`src/rtl/pll_seq_pkg.sv`:
```
// pll_seq_pkg -- shared constants for the PLL reset sequencer.
// Holds the FSM state encoding (also exported on state_dbg), the width of
// the shared dwell counter and the width of the lock-loss event counter.
package pll_seq_pkg;

    localparam int CNT_W  = 17;  // dwell counter, covers RELOCK_TIMEOUT up to 65535
    localparam int LOSS_W = 8;   // lock_lost_count width

    typedef enum logic [2:0] {
        ST_WAIT_LOCK = 3'd0,
        ST_QUALIFY   = 3'd1,
        ST_HOLD      = 3'd2,
        ST_RUN       = 3'd3,
        ST_PLL_RST   = 3'd4
    } state_e;

endpackage

```
`src/rtl/pll_reset_sequencer_sync.sv`:
```
// sync_bit -- multi-flop synchroniser for a single asynchronous bit.
// Ports:
//   clk   : destination clock
//   reset : synchronous active-high clear of every stage
//   d     : asynchronous input
//   q     : synchronised output (last stage)
// STAGES must be at least 2.
module sync_bit #(
    parameter int STAGES = 2
) (
    input  logic clk,
    input  logic reset,
    input  logic d,
    output logic q
);

    logic [STAGES-1:0] sync_q;
    logic [STAGES-1:0] sync_d;

    always_comb begin
        sync_d = {sync_q[STAGES-2:0], d};
    end

    always_ff @(posedge clk) begin
        if (reset) begin
            sync_q <= '0;
        end else begin
            sync_q <= sync_d;
        end
    end

    assign q = sync_q[STAGES-1];

endmodule

```
`src/rtl/pll_reset_sequencer.sv`:
```
// pll_reset_sequencer -- qualifies PLL lock on the board reference clock,
// holds the PLL-domain system reset until lock has been stable, re-pulses
// the PLL RESETB when lock does not arrive, and re-enters reset on loss.
// Ports:
//   clk             : 12 MHz reference clock (not the PLL output)
//   reset           : synchronous active-high reset
//   locked          : raw PLL LOCK (asynchronous, only seen via sync_bit)
//   soft_reset_req  : one-cycle request to re-pulse sys_reset (RUN only)
//   pll_resetb      : PLL RESETB, low only while in PLL_RST
//   sys_reset       : active-high reset for PLL-clocked logic
//   ready           : high only in RUN
//   lock_lost_count : saturating count of lock losses seen in RUN
//   state_dbg       : current state encoding
// Optional feature macro PLL_SEQ_LOSS_COUNT_EN: when undefined, the loss
// counter and state_dbg are tied to 0 and no counter flops exist.
module pll_reset_sequencer
    import pll_seq_pkg::*;
#(
    parameter int SYNC_STAGES        = 2,
    parameter int LOCK_STABLE_CYCLES = 1024,
    parameter int RESET_HOLD_CYCLES  = 16,
    parameter int RELOCK_TIMEOUT     = 65535,
    parameter int PLL_RST_CYCLES     = 4
) (
    input  logic              clk,
    input  logic              reset,
    input  logic              locked,
    input  logic              soft_reset_req,
    output logic              pll_resetb,
    output logic              sys_reset,
    output logic              ready,
    output logic [LOSS_W-1:0] lock_lost_count,
    output logic [2:0]        state_dbg
);

    localparam logic [CNT_W-1:0] TIMEOUT_LAST = CNT_W'(RELOCK_TIMEOUT - 1);
    localparam logic [CNT_W-1:0] STABLE_LAST  = CNT_W'(LOCK_STABLE_CYCLES - 1);
    localparam logic [CNT_W-1:0] HOLD_LAST    = CNT_W'(RESET_HOLD_CYCLES - 1);
    localparam logic [CNT_W-1:0] PLLRST_LAST  = CNT_W'(PLL_RST_CYCLES - 1);

    logic             locked_s;
    state_e           state_q, state_d;
    logic [CNT_W-1:0] cnt_q, cnt_d;
    logic             sys_reset_q, sys_reset_d;
    logic             ready_q, ready_d;
    logic             pll_resetb_q, pll_resetb_d;

    sync_bit #(.STAGES(SYNC_STAGES)) u_lock_sync (
        .clk   (clk),
        .reset (reset),
        .d     (locked),
        .q     (locked_s)
    );

    always_comb begin
        state_d = state_q;
        cnt_d   = cnt_q;
        unique case (state_q)
            ST_WAIT_LOCK: begin
                if (locked_s)                   state_d = ST_QUALIFY;
                else if (cnt_q == TIMEOUT_LAST) state_d = ST_PLL_RST;
                else                            cnt_d   = cnt_q + 1'b1;
            end
            ST_QUALIFY: begin
                if (!locked_s)                 state_d = ST_WAIT_LOCK;
                else if (cnt_q == STABLE_LAST) state_d = ST_HOLD;
                else                           cnt_d   = cnt_q + 1'b1;
            end
            ST_HOLD: begin
                if (!locked_s)               state_d = ST_WAIT_LOCK;
                else if (cnt_q == HOLD_LAST) state_d = ST_RUN;
                else                         cnt_d   = cnt_q + 1'b1;
            end
            ST_RUN: begin
                // Lock loss wins over a coincident soft reset request.
                if (!locked_s)           state_d = ST_WAIT_LOCK;
                else if (soft_reset_req) state_d = ST_HOLD;
            end
            ST_PLL_RST: begin
                // locked_s is deliberately ignored while the PLL is held in reset.
                if (cnt_q == PLLRST_LAST) state_d = ST_WAIT_LOCK;
                else                      cnt_d   = cnt_q + 1'b1;
            end
            default: state_d = ST_WAIT_LOCK;
        endcase

        if (state_d != state_q) cnt_d = '0;

        // Outputs are decoded from the next state so the flops line up with
        // the state register rather than lagging it by a cycle.
        sys_reset_d  = (state_d != ST_RUN);
        ready_d      = (state_d == ST_RUN);
        pll_resetb_d = (state_d != ST_PLL_RST);
    end

    always_ff @(posedge clk) begin
        if (reset) begin
            state_q      <= ST_WAIT_LOCK;
            cnt_q        <= '0;
            sys_reset_q  <= 1'b1;
            ready_q      <= 1'b0;
            pll_resetb_q <= 1'b1;
        end else begin
            state_q      <= state_d;
            cnt_q        <= cnt_d;
            sys_reset_q  <= sys_reset_d;
            ready_q      <= ready_d;
            pll_resetb_q <= pll_resetb_d;
        end
    end

    assign sys_reset  = sys_reset_q;
    assign ready      = ready_q;
    assign pll_resetb = pll_resetb_q;

`ifdef PLL_SEQ_LOSS_COUNT_EN
    logic              lock_loss;
    logic [LOSS_W-1:0] loss_cnt_q, loss_cnt_d;

    assign lock_loss = (state_q == ST_RUN) && !locked_s;

    always_comb begin
        loss_cnt_d = loss_cnt_q;
        if (lock_loss && (loss_cnt_q != '1)) loss_cnt_d = loss_cnt_q + 1'b1;
    end

    always_ff @(posedge clk) begin
        if (reset) begin
            loss_cnt_q <= '0;
        end else begin
            loss_cnt_q <= loss_cnt_d;
        end
    end

    assign lock_lost_count = loss_cnt_q;
    assign state_dbg       = state_q;
`else
    assign lock_lost_count = '0;
    assign state_dbg       = '0;
`endif

endmodule

```
`config.mk`:
```
export PLATFORM = sky130hd
export DESIGN_NAME = pll_reset_sequencer
export DESIGN_NICKNAME = d
export VERILOG_FILES = /design/src/rtl/pll_seq_pkg.sv /design/src/rtl/pll_reset_sequencer_sync.sv /design/src/rtl/pll_reset_sequencer.sv
export SDC_FILE = /design/constraint.sdc
export NUM_CORES = 1
export LEC_CHECK = 0
export CORE_ASPECT_RATIO = 1.25
export CORE_UTILIZATION = 40
export CTS_BUF_LIST = sky130_fd_sc_hd__clkbuf_8 sky130_fd_sc_hd__clkbuf_16
export DETAILED_ROUTE_END_ITERATION = 16
export GPL_TIMING_DRIVEN = 0
export SETUP_SLACK_MARGIN = 0.02
export SYNTH_ARGS = -nofsm -noshare
export SYNTH_HDL_FRONTEND = slang
export SYNTH_SLANG_ARGS = --single-unit
```
`constraint.sdc`:
```
create_clock -name clk -period 7.1 [get_ports clk]
set_clock_uncertainty 0.2 [all_clocks]
set_input_delay 0.71 -clock clk [delete_from_list [all_inputs] [get_ports clk]]
set_output_delay 0.71 -clock clk [all_outputs]
set_load 0.02 [all_outputs]
```
==> results.cfg <==
[yosys]
netlist_top_cells_area = dfxtp_1, xor2_1, buf_4
ys_warn_count = 0
async_flop_share_pct = 0
yosysMostFrequentCell = dfxtp_1
synth_area_per_cell_um2 = 8.17
yosysUniqueCellTypes = 44
synth-edff-count = 0
ys_ff_latch = 25
synthCells = 187
synth_top_area_share_pct = 32.8
netlist_area_um2 = 1530
ys_seq_area_share_pct = 32.8
synth_ff_type = dfxtp_1
synth_commonest_cells = dfxtp_1, nor2_1, nand3_1
yosysTopAreaCell = dfxtp_1

[global_route]
grt_pass1_vias = 1218
track_usage_pct = 17.7
grt_overflow = 0
antenna_found_initial = 0
grt_max_degree = 16
grt_pass1_wl_um = 5620

[die]
core_um2 = 3570
start_util_pct = 42.8
die_area_um2 = 4070
fp.dieW_um = 57.3
fp-row-count = 24
io_pins = 18
die_h_um = 71.1

[worst_setup_path]
critPathCaptureType = flop
crit_path_start_kind = flop
r2r_setup_slack_ns = 4.23
crit_family = simple AND/OR/NAND/NOR gates
cp.depth = 8
cp.arrival_ns = 2.84
slowest_delay_ns = 0.52
r2r-start = cnt_q[0]
critical_path.reg2reg.endpoint = cnt_q[12]
ff2ff_path_depth = 8
crit_type = flop to flop
startpoint = cnt_q[0]
cp-endpoint = cnt_q[12]
path_cells = ha_1 > nor4b_1 > and2_1 > and4_1 > o21ai_0 > o2111ai_2 > buf_2 > nor2_1
cp_slowest_cell = nor4b_1
crit_buf_inv = 1
crit_required_ns = 7.07
worstPathMaxFanout = 10

[sta]
rsz0062_at_grt = no
fmax_ghz = 0.349
period_minus_slack_ns = 2.87
finalHoldViolCount = 0
setup-violations-final = 0
timing.setup.tns_ns = 0
max_slew.worst_pin.slew_ns = 0.566
max-slew-margin-rel_pct = 61.7
period_share_pct = 40.4
drv_slew = 0

[clock_network]
clkSlewWorstSetupHoldPaths_ns = 0.09
cts_hold_repair.buffers = 0
clock-root-buffer = clkbuf_8
cts_tree = yes
post_cts_resize_count = 0
clock_path_buffers = 2
clock-sinks = 25
htree_levels = 1
post_cts_buffers = 0
numCtsBuffers = 3
clock_latency_ns = 0.28

[run_status]
status = finished with violations
violations = design-rule violations

[route]
initialDrtViolationCount = 55
routedWlPerCell_um = 13.4
drt-pass1-iter-count = 10
finalWirelength_um = 3290
ant_nets = 0
routed_via_density = 5.54
drc = 2
routed-via-count = 1363

[final_layout]
fin_cells = 246
drive_above_1_share_pct = 15.0
layout.nets = 214
diodes = 0
syn_to_final_growth_pct = 12.8

[power_and_ir_drop]
leakage_nw = 0.656
vdd_drop_max_v = 0.0000628
power.density_nw_per_um2 = 156

[placed_design]
port_buffers = 6
gp_congestion = 0.856
place_inst = 242
hpwl_um = 2440

[worst_hold_path]
hold_class = flop to flop
hold_path_depth = 1
worstHoldStart = u_lock_sync.sync_q[0]

[job]
maxCapViolCount = 0
==> how the worst min path moves through the flow <==
| stage | end |
|---|---|
| after floorplan | u_lock_sync.sync_q[1] |
| after global placement | u_lock_sync.sync_q[1] |
| after detailed placement | u_lock_sync.sync_q[1] |
| after CTS | u_lock_sync.sync_q[1] |
| after global routing | u_lock_sync.sync_q[1] |
| final | u_lock_sync.sync_q[1] |
==> layout by cell type, fill, tap and decap left out, drive strengths merged, types with 2 or more instances in the layout <==
| cell type | netlist | routed |
|---|---|---|
| or3 | 2 | 2 |
| a21oi | 9 | 9 |
| nand2 | 14 | 14 |
| and2 | 6 | 6 |
| o21ai | 4 | 4 |
| xor2 | 11 | 11 |
| nor2 | 21 | 21 |
| or4 | 2 | 2 |
| and4 | 4 | 4 |
| clkbuf | 3 | 6 |
| dfxtp | 25 | 25 |
| a211oi | 6 | 6 |
| nand4 | 7 | 7 |
| and3 | 3 | 3 |
| nand3 | 15 | 15 |
| ha | 2 | 2 |
| clkdlybuf4s50 | 0 | 6 |
| nor2b | 2 | 2 |
| conb | 1 | 11 |
| nor4 | 4 | 4 |
| buf | 17 | 17 |
| xnor2 | 2 | 2 |
| a31oi | 2 | 2 |
| nand2b | 2 | 2 |
| nor3 | 4 | 4 |
| inv | 6 | 6 |
==> flip-flops by register name (all words and copies together) (netlist names) <==
name,cells
sys_reset,1
state_q,3
u_lock_sync.sync_q,2
pll_resetb,1
ready,1
cnt_q,17
==> report_power, final <==
group | internal, W | total [W] | leakage [nW] | switching (W)
logic | 0.0000134 | 0.0000327 | 0.432 | 0.0000193
clock network | 0.0000399 | 0.0000900 | 0.0217 | 0.0000500
registers | 0.000143 | 0.000146 | 0.202 | 0.00000325
total | 0.000196 | 0.000269 | 0.656 | 0.0000725
==> layer usage <==
metal | track usage, % | wire [um] | vias up
li1 | - | - | 680
met1 | 20.9 | 1450 | 617
met2 | 31.2 | 1590 | 55
met3 | 3.11 | 176 | 11
met4 | 7.32 | 83 | 0
met5 | 0 | 0 | -
==> cells by family after synthesis <==
kind of cell	count (synthesis)	synth area share (%)
simple gates	91	32.8
flops	25	32.8
xor+xnor	13	7.45
buf+inv	26	9.99
compound gates	27	13.7
fa+ha+maj	2	1.64
mux	2	1.39
other cells	1	0.245
==> final cells by class <==
type                       instances  area (um2)
buffer                            20         130
fill                             361        1850
multi-input combinational        146         912
clock buffer                       3        41.3
tap                               39        48.8
inverter                           6        22.5
timing repair buffer               6        60.1
clock inverter                     1        7.51
sequential                        25         500
==> through the flow <==
stage	utilization [%]	area (um2)	power [W]	setup slack, ns	hold slack, ns
3_3_place_gp	46.8	1670	0.000181	4.27	0.237
3_5_place_dp	46.8	1670	0.000181	4.28	0.235
2_1_floorplan	-	1570	0.000174	4.82	0.214
5_1_grt	48.2	1720	0.000282	3.91	0.267
6_report	48.2	1720	0.000269	4.23	0.253
4_1_cts	48.2	1720	0.000271	4.24	0.262
Note: power is estimated with default switching activity, not from simulation.
